==> src/rtl/mc_price_finalizer.sv <==
// Monte Carlo price finalizer: gates the payoff accumulator, divides sum by path count and presents the price.
// Optional discount stage (SCALE, disc_in latch, multiplier) is compiled in with `define PRICE_DISCOUNT_EN.
module mc_price_finalizer #(
  parameter int unsigned N_PATHS = 32,
  parameter int unsigned FRAC_W  = 24
) (
  input  logic        clk,
  input  logic        rst,
  input  logic        go_in,
  input  logic        done_in,
  input  logic [31:0] sum_in,
  input  logic [31:0] count_in,
  input  logic [31:0] disc_in,
  output logic        acc_en_out,
  output logic        busy,
  output logic [31:0] price_out,
  output logic        price_valid,
  input  logic        price_ready,
  output logic        div_zero
);

  localparam int unsigned DATA_W = 32;
  localparam int unsigned ITER_W = 5;
  localparam int unsigned HI_W   = 2 * DATA_W - FRAC_W;

  if (N_PATHS == 0 || FRAC_W >= DATA_W) begin : g_param_chk
    $error("mc_price_finalizer: N_PATHS must be nonzero and FRAC_W below 32");
  end

  typedef enum logic [2:0] {IDLE, COLLECT, DIVIDE, SCALE, OUTPUT} state_t;

  state_t              state;
  logic [DATA_W-1:0]   quo_q;
  logic [DATA_W-1:0]   div_q;
  logic [DATA_W-1:0]   rem_q;
  logic [ITER_W-1:0]   iter_q;

  logic [DATA_W:0]     rem_shift;
  logic [DATA_W-1:0]   rem_sub;
  logic [DATA_W-1:0]   rem_next;
  logic                rem_ge;
  logic [DATA_W-1:0]   quo_next;
  logic [DATA_W-1:0]   mean_c;
  logic                div_last;

  // One restoring-division step: the dividend shifts out of quo_q MSB first as quotient bits shift in.
  always_comb begin
    rem_shift = {rem_q, quo_q[DATA_W-1]};
    rem_ge    = rem_shift >= {1'b0, div_q};
    rem_sub   = rem_shift[DATA_W-1:0] - div_q;
    rem_next  = rem_ge ? rem_sub : rem_shift[DATA_W-1:0];
    quo_next  = {quo_q[DATA_W-2:0], rem_ge};
    mean_c    = (div_q == '0) ? '0 : quo_next;
    div_last  = (div_q == '0) || (iter_q == ITER_W'(DATA_W - 1));
  end

`ifdef PRICE_DISCOUNT_EN
  logic [DATA_W-1:0] disc_q;
  logic [HI_W-1:0]   prod_hi;
  logic [DATA_W-1:0] scaled;

  // Q8.24 x Q8.24 product realigned to Q8.24; any integer overflow saturates.
  always_comb begin
    prod_hi = HI_W'(({{DATA_W{1'b0}}, quo_q} * {{DATA_W{1'b0}}, disc_q}) >> FRAC_W);
    scaled  = (|prod_hi[HI_W-1:DATA_W]) ? '1 : prod_hi[DATA_W-1:0];
  end
`else
  logic unused_disc;
  assign unused_disc = ^disc_in;
`endif

  always_ff @(posedge clk) begin
    if (!rst) begin
      state       <= IDLE;
      acc_en_out  <= 1'b0;
      busy        <= 1'b0;
      price_out   <= '0;
      price_valid <= 1'b0;
      div_zero    <= 1'b0;
      quo_q       <= '0;
      div_q       <= '0;
      rem_q       <= '0;
      iter_q      <= '0;
`ifdef PRICE_DISCOUNT_EN
      disc_q      <= '0;
`endif
    end else begin
      case (state)
        IDLE: begin
          if (go_in) begin
`ifdef PRICE_DISCOUNT_EN
            disc_q <= disc_in;
`endif
            acc_en_out <= 1'b1;
            busy       <= 1'b1;
            state      <= COLLECT;
          end
        end
        COLLECT: begin
          if (done_in) begin
            quo_q      <= sum_in;
            div_q      <= count_in;
            rem_q      <= '0;
            iter_q     <= '0;
            div_zero   <= (count_in == '0);
            acc_en_out <= 1'b0;
            state      <= DIVIDE;
          end
        end
        DIVIDE: begin
          rem_q  <= rem_next;
          quo_q  <= mean_c;
          iter_q <= iter_q + 1'b1;
          if (div_last) begin
`ifdef PRICE_DISCOUNT_EN
            state       <= SCALE;
`else
            price_out   <= mean_c;
            price_valid <= 1'b1;
            state       <= OUTPUT;
`endif
          end
        end
`ifdef PRICE_DISCOUNT_EN
        SCALE: begin
          price_out   <= scaled;
          price_valid <= 1'b1;
          state       <= OUTPUT;
        end
`endif
        OUTPUT: begin
          if (price_ready) begin
            price_valid <= 1'b0;
            busy        <= 1'b0;
            state       <= IDLE;
          end
        end
        default: state <= IDLE;
      endcase
    end
  end

endmodule

==> config.mk <==
export PLATFORM = sky130hd
export DESIGN_NAME = mc_price_finalizer
export DESIGN_NICKNAME = d
export VERILOG_FILES = /design/src/rtl/mc_price_finalizer.sv
export SDC_FILE = /design/constraint.sdc
export NUM_CORES = 1
export LEC_CHECK = 0
export ABC_AREA = 1
export CORE_ASPECT_RATIO = 0.5
export CORE_MARGIN = 2
export CORE_UTILIZATION = 38
export CTS_CLUSTER_SIZE = 14
export DETAILED_ROUTE_END_ITERATION = 7
export MAX_ROUTING_LAYER = met4
export PLACE_DENSITY = 0.56
export REMOVE_ABC_BUFFERS = 1
export SYNTH_ARGS = -nofsm -noshare
export SYNTH_HDL_FRONTEND = slang
export SYNTH_SLANG_ARGS = --single-unit
==> constraint.sdc <==
create_clock -name clk -period 2.66 [get_ports clk]
set_input_delay 0.532 -clock clk [delete_from_list [all_inputs] [get_ports clk]]
set_output_delay 0.532 -clock clk [all_outputs]
set_load 0.005 [all_outputs]
### After elaboration in Yosys (flattened, before gate mapping)

Cells that the tools add are included.

* equality and inequality tests: 8
* $add $sub $neg: 2
* magnitude comparators: 1
* reductions and logical operators: 15
* mux-type cells: 20

Operator list (count)
* 32-bit 2-to-1 mux: 4
* 32-bit case mux with 2 select lines: 2
* 32-bit zero test: 2
* 33-bit by 32-bit >= comparator with 1-bit output: 1
* 32-bit subtractor: 1
* 3-bit 2-to-1 mux: 4
* 3-bit case mux with 4 select lines: 1
* 5-bit case mux with 2 select lines: 1
* 3-bit AND reduction: 3
* 2-bit inequality test, second input constant: 4
* 2-bit nonzero test: 4
* 1-bit case mux with 2 select lines: 3
* 2-bit AND reduction: 3
* 5-bit by 1-bit adder with 5-bit output, second input constant: 1
* 5-bit equality test, second input constant: 1
* 5-bit 2-to-1 mux: 1
* 1-bit 2-to-1 mux: 4
* 4-bit AND reduction: 1
* 3-bit by 1-bit equality test with 1-bit output, second input constant: 1
* 3-bit by 2-bit equality test with 1-bit output, second input constant: 1
* 3-bit equality test, second input constant: 1
* 3-bit zero test: 1
* 1-bit logical OR: 1

* output and inout port bits: 36
* flip-flop bits (word level): 140

### Logic depth before layout (Yosys ltp)

Gate-level depths: netlist of the first run.

* depth in word-level cells: 4
* mapped depth: 16
* depth with buffers taken out: 16

### Least setup slack after synthesis of the first run

OpenSTA, ideal clock, no wires.

* path kind: reg2reg
* start point: register quo_q[31]
* end point: register rem_q[28]
* path buffers: 0
* cell stages (with the launch flop): 16
* path slack: 0.781 ns
* arrival: 1.747 ns
* required time: 2.528 ns
* setup time: 0.132 ns
* cell sequence: dfxtp_1 inv_1 ha_1 fa_1 inv_1 nand2_1 nand3_1 nand2_1 nand3b_1 nand2_1 nand2_1 nand2_1 nand2_1 nand2_1 nand3_1 a21oi_1

* longest elaborated chain between the ends: 3
* elaborated cells between the ends (all ways): 4
* those cells by class: add/sub (1); order compare (1); mux (2)

RTL lines
* start, declared: line 33 `logic [DATA_W-1:0] quo_q;`
* start signal, assigned: line 101 `quo_q <= sum_in;`
* start signal, assigned: line 112 `quo_q <= mean_c;`
* 32-bit subtractor / 33-bit by 32-bit >= comparator with 1-bit output (equally long branches): line 50, 49
* 32-bit 2-to-1 mux (*): line 51 `rem_next = rem_ge ? rem_sub : rem_shift[DATA_W-1:0];`
* 32-bit case mux with 2 select lines (*): line 88 `case (state)`
* end signal, assigned: line 111 `rem_q <= rem_next;`
* end, declared: line 35 `logic [DATA_W-1:0] rem_q;`

Mark *: on every way between the ends. The rest lies on a longest branch, timed or not.
A chain may end at the register's enable or synchronous reset.

### Worst setup path after layout of the first run

* start point: register div_q[23]
* end point: register rem_q[18]

* longest elaborated chain between the ends: 3

RTL lines
* start, declared: line 34 `logic [DATA_W-1:0] div_q;`
* start signal, assigned: line 102 `div_q <= count_in;`
* 33-bit by 32-bit >= comparator with 1-bit output: line 49 `rem_ge = rem_shift >= {1'b0, div_q};`
* 32-bit 2-to-1 mux: line 51
* 32-bit case mux with 2 select lines: line 88

No other way between the ends.

==> qor.csv, run 1 <==
metric,value,unit
antenna-violating nets left,0,
CTS tree,built,
P&R area growth vs syn,21.71,%
WL per Instance,14.45,um
Critical Path AT,2730,ps
initial antenna violation count,0,
biggest area consumer among synthesized cells,dfxtp_1,
fmax,414.8,MHz
final setup margin,249.1,ps
Worst Setup End Kind,flip-flop,
Vias/cell,4.868,
H-tree levels,4,
die height,111.1,um
vias in the first global route,8400,
Setup Slack @ Placement,252.1,ps
Final setup viols,0,
I/O Pins,137,
Mapped Area,8715,um^2
share of layout cells above drive strength 1,0.05843,
largest net degree at the start of global routing,68,
skew final,8.518,ps
Hold/Removal Path Class,reg -> reg,
fin nets,1630,
DRT iter0 DRCs,593,
yosys warns,0,
Netlist cell types,37,
drt pass-1 iters,5,
GPL Wtd Cong,0.8967,
DRC Markers,0,
GRT Total Usage,0.2302,
CP required,2980,ps
#FFs+latches synth,140,
startpoint types,flip-flop,
die area,24230,um^2
minimum clock period,2411,ps
Max Cap Viol,0,
# Post-CTS Setup Buffers,0,
worst setup path class,reg -> reg,
measured slew at the worst slew-check pin,787.9,ps
Finished Layout Cells,1813,
ANT cells,0,
placed cell count,1782,
Worst-Skew Late Latency,440,ps
Max-Slew Margin vs Limit,0.4747,
PostCTS Resize Cnt,0,
Syn Inst Count,1410,
Final Hold Viols,0,
"top cells by area, synth","dfxtp_1 (32%), nand2_1 (19%), inv_1 (9.4%)",
sequential fraction of the synthesis area,0.3216,
Post-Syn Area per Cell,6.181,um^2
Die X,218.2,um
first-pass GRT wire length,43080,um
cts bufs inserted,17,
VDD IR max,0.4651,mV
WL final,26200,um
outcome,"finished, final reports clean",
crit path max fanout,21,
cts hold-fix bufs,0,
"Reg clk slew, reported paths",60,ps
core area,22640,um^2
port buffer count,104,
gr ovfl total,0,
CTS Buffer Depth,2,
clock root buffer,clkbuf_16,
routed via count,8825,
Static Leak,4.684,nW
post-detail-place hpwl,19630,um
Yosys top cell area share,0.3216,
fin crit share,0.9063,
Initial Utilization,0.3849,
clk sinks,140,
"most common cell after layout, fill and taps aside",nand2_1,
Slew Limit Fails,0,
most frequent cells in the layout,"nand2_1 (452), inv_1 (219), dfxtp_1 (140)",
FP Rows,39,
Pwr per Cell Area,740.7,nW/um^2
unrepaired setup endpoints after global routing,false,
==> synth_stat cells <==
cell / number
o21a_1: 1
nor2_1: 97
nand2_1: 452
buf_1: 3
buf_2: 14
xnor2_1: 12
a21oi_1: 102
nand3b_1: 6
nor3_1: 15
nor2_2: 8
nor3_2: 1
o21ai_2: 1
inv_2: 13
nand4_4: 1
nand3_1: 107
nand3_4: 1
nor4_1: 13
and2_1: 6
a21o_1: 1
nor3b_1: 1
o21ai_0: 48
a221oi_1: 1
or2_2: 1
dfxtp_1: 140
fa_1: 1
clkbuf_1: 33
nand3_2: 2
a211oi_1: 2
o211ai_1: 1
buf_6: 9
nand2_2: 5
nand4_1: 24
a21oi_2: 2
a31oi_1: 31
ha_1: 34
xor2_1: 2
inv_1: 219
==> sequential cells by signal, indices dropped and copies added (netlist names) <==
name,cells
div_q,32
price_out,32
quo_q,32
rem_q,32
iter_q,5
state,3
acc_en_out,1
busy,1
div_zero,1
price_valid,1
==> area by class of cell <==
cell class,instances,area [um^2]
Clock buffer,22,474.2
Tap cell,307,384.1
Clock inverter,9,111.4
Timing Repair Buffer,124,1211
Multi-Input combinational cell,979,4752
Inverter,232,870.8
Fill cell,2441,12040
Sequential cell,140,2803
==> path summary, 6_finish.rpt <==
kind | startpoint | endpoint | depth (start not counted) | slack (ps)
hold reg to reg | price_out[25] | price_out[25] | 2 | 460
setup reg to reg | div_q[23] | rem_q[18] | 12 | 250
hold / removal | price_out[25] | price_out[25] | 2 | 460
setup / recovery | div_q[23] | rem_q[18] | 12 | 250
==> metrics by stage <==
| step | power (W) | setup TNS (ps) | util | hold slack (ps) | cell area, um^2 |
|---|---|---|---|---|---|
| global placement | 0.005482 | 0 | 0.4426 | 452.8 | 10020 |
| global route | 0.008473 | 0 | 0.4684 | 485.3 | 10610 |
| floorplan | 0.004466 | -512240 | - | 438.3 | 8408 |
| detailed placement | 0.005499 | 0 | 0.4426 | 452.9 | 10020 |
| finish | 0.007856 | 0 | 0.4684 | 462.4 | 10610 |
| CTS | 0.007927 | 0 | 0.4684 | 464.9 | 10610 |
==> worst max-delay path, stage by stage, from the launching register on <==
cell	delay, ps
dfxtp_1	380
inv_1	80
ha_1	380
nand2_1	90
nor2_1	210
nand2_1	150
nor3_2	170
nand3_1	150
nand4_4	120
buf_4	280
nand2_1	110
nand3_1	90
a21oi_1	70
==> metal layers <==
layer  GRT usage  up-vias  wire length (um)
li1            -     4613                 -
met5           -        -                 0
met3     0.05021       17              1283
met4     0.04717        0               308
met2      0.3517      169             11300
met1      0.3122     4026             13300
==> cell families (layout without fill, tap and decap cells) <==
group                    after synthesis  count (layout)  share of synthesized area
adder cells (fa/ha/maj)               35              35                    0.05111
AND/OR/NAND/NOR                      740             740                     0.3614
AO/OA/AOI/OAI                        190             190                     0.1167
buffers and inverters                291             387                     0.1351
XOR/XNOR                              14              14                    0.01407
flip-flops                           140             140                     0.3216
==> where the power goes <==
part | total (W) | internal (W) | switching, W
clock | 0.00240 | 0.00145 | 0.000952
sequential | 0.00224 | 0.00219 | 0.0000559
combinational | 0.00321 | 0.00108 | 0.00213
(Power assumes the default switching activity.)
==> run 2: changes to the inputs <==
==> constraint.sdc (replaced) <==
create_clock -name clk -period 2.9 [get_ports clk]
set_input_delay 0.58 -clock clk [delete_from_list [all_inputs] [get_ports clk]]
set_output_delay 0.58 -clock clk [all_outputs]
set_load 0.005 [all_outputs]
==> run 2 against run 1 <==
Via count decreased by 0.90%. Combinational power decreased by 9.0%. Register-to-register slack improved by 150 ps. Sequential power decreased by 8%. Routed wire length decreased by 0.17%. Clock power decreased by 7%. First-iteration DRC count decreased by 18%. Critical path depth unchanged. Sequential share of layout area about the same. Critical path type unchanged. Largest cell class unchanged. Highest routed layer unchanged.
==> qor.csv, run 2 (synthesized netlist as in run 1, its figures left out) <==
metric,value,unit,change
outcome,"finished, final reports clean",,
routed via count,8746,,-0.90%
RR Startpoint,div_q[1],,
DRT iter0 DRCs,489,,-18%
ANT cells,0,,unchanged
cts bufs inserted,17,,unchanged
CTS tree,built,,
fmax,399.3,MHz,-3.7%
core area,22640,um^2,unchanged
Static Leak,4.683,nW,about the same
Hold Startpoint,price_out[24],,
FP Rows,39,,unchanged
FF-to-FF path depth,12,,unchanged
DRC Markers,0,,unchanged
PostCTS Resize Cnt,0,,unchanged
Reg2Reg Setup Slack,400,ps,+150 ps
minimum clock period,2504,ps,+93.39 ps
CTS Buffer Depth,2,,unchanged
WL per Instance,14.42,um,-0.23%
gr ovfl total,0,,unchanged
crit path max-delay cell type,nand3_4,,
measured slew at the worst slew-check pin,604.9,ps,-183.1 ps
Final setup viols,0,,unchanged
initial antenna violation count,0,,unchanged
WL final,26150,um,-0.17%
Worst Setup End Kind,flip-flop,,
fin nets,1630,,unchanged
"Reg clk slew, reported paths",60,ps,about the same
die height,111.1,um,unchanged
hold_ws,462.9,ps,+0.4610 ps
unrepaired setup endpoints after global routing,false,,
Setup Slack @ Placement,438.1,ps,+186.0 ps
hold worst-path end,price_out[24],,
# Post-CTS Setup Buffers,0,,unchanged
"slowest stage delay, CP",400,ps,+20 ps
most frequent cells in the layout,"nand2_1 (452), inv_1 (219), dfxtp_1 (140)",,
clock root buffer,clkbuf_16,,
share of layout cells above drive strength 1,0.05972,,+0.001288
H-tree levels,4,,unchanged
GPL Wtd Cong,0.8979,,+0.13%
drt pass-1 iters,5,,unchanged
"most common cell after layout, fill and taps aside",nand2_1,,
Slew Limit Fails,0,,unchanged
Vias/cell,4.821,,-0.95%
Total Power,0.007196,W,-8.4%
Max Cap Viol,0,,unchanged
Die X,218.2,um,unchanged
Util after Layout,0.4681,,about the same
port buffer count,104,,unchanged
Worst-Skew Late Latency,440,ps,about the same
fin crit share,0.8635,,-0.04280
crit path max fanout,32,,+52%
Layout fillers,2453,,+0.49%
largest net degree at the start of global routing,68,,unchanged
final setup TNS,0,ps,unchanged
Max-Slew Margin vs Limit,0.5945,,+0.1198
Worst Path Buf+Inv,1,,-1
skew final,11.65,ps,+3.135 ps
crit path cell chain,inv_1 -> ha_1 -> nand2_1 -> nor2_1 -> nand3_1 -> nand3_2 -> nand2_2 -> nand2_2 -> nand3_4 -> nand3_1 -> nand3_1 -> a21oi_1,,
Initial Utilization,0.3849,,unchanged
first-pass GRT wire length,43280,um,+0.45%
cts hold-fix bufs,0,,unchanged
startpoint types,flip-flop,,
CP required,3270,ps,+290 ps
antenna-violating nets left,0,,unchanged
Crit path top cell by count,nand3_1,,
post-detail-place hpwl,19480,um,-0.78%
worst hold path depth,2,,unchanged
die area,24230,um^2,unchanged
I/O Pins,137,,unchanged
clk sinks,140,,unchanged
VDD IR max,0.4443,mV,-4.5%
P&R area growth vs syn,21.61,%,about the same
final setup margin,395.8,ps,+146.6 ps
family with the most delay on the worst path,simple AND/OR/NAND/NOR gates,,
Final Hold Viols,0,,unchanged
worst setup path class,reg -> reg,,
GRT Total Usage,0.2319,,+0.001731
vias in the first global route,8373,,-0.32%
Critical Path AT,2870,ps,+140 ps
worst flop-to-flop path endpoint,rem_q[23],,
Hold/Removal Path Class,reg -> reg,,
Pwr per Cell Area,679.0,nW/um^2,-8.3%
## run 2: cell count changes in the layout (fill, tap and decap cells not counted)
| cell | change |
|---|---|
| buf_12 | -1 |
| buf_4 | +1 |
| clkbuf_1 | -1 |
| clkbuf_8 | -3 |
| clkinv_4 | +2 |
| inv_6 | +1 |
| inv_8 | +2 |
## run 2: routing by layer
| metal | GRT usage | share of wire |
|---|---|---|
| met5 | - | 0 |
| met4 | 0.04762 | 0.0063 |
| met3 | 0.04307 | 0.043 |
| met2 | 0.3564 | 0.44 |
| met1 | 0.3176 | 0.51 |
## run 2: worst min-delay path, cell delays in order, from the launching register on
cell and delay, ps:
dfxtp_1 310, nand2_1 60, a21oi_1 50
## run 2: layout make-up
type	count	area, um^2	area share
clock inverters	14	160.2	0.01511
flip-flops and latches	140	2803	0.2645
inverters	232	870.8	0.08217
repair buffers	124	1199	0.1131
well taps	307	384.1	0.03625
clock buffers	18	429.2	0.04050
multi-input cells	979	4752	0.4484
## run 2: power breakdown
part	internal [W]	total [W]	switching, W
Sequential	0.00201	0.00206	0.0000516
Clock	0.00128	0.00222	0.000931
Combinational	0.000967	0.00292	0.00196
## run 2: metrics by stage
stage	instances	instance area, um^2
2_1_floorplan	1351	8408
3_3_place_gp	1782	10010
3_5_place_dp	1782	10010
4_1_cts	1814	10600
5_1_grt	1814	10600
6_report	1814	10600
## run 2: how the worst max path moves through the flow
stage | startpoint | endpoint | slack [ps] | cells past startpoint
after global routing | div_q[7] | rem_q[23] | 110 | 12
final | div_q[1] | rem_q[23] | 400 | 12
after detailed placement | div_q[7] | rem_q[23] | 440 | 12
after CTS | div_q[7] | rem_q[23] | 400 | 12
after global placement | div_q[7] | rem_q[23] | 470 | 12
after floorplan | state[1] | quo_q[0] | -5380 | 7
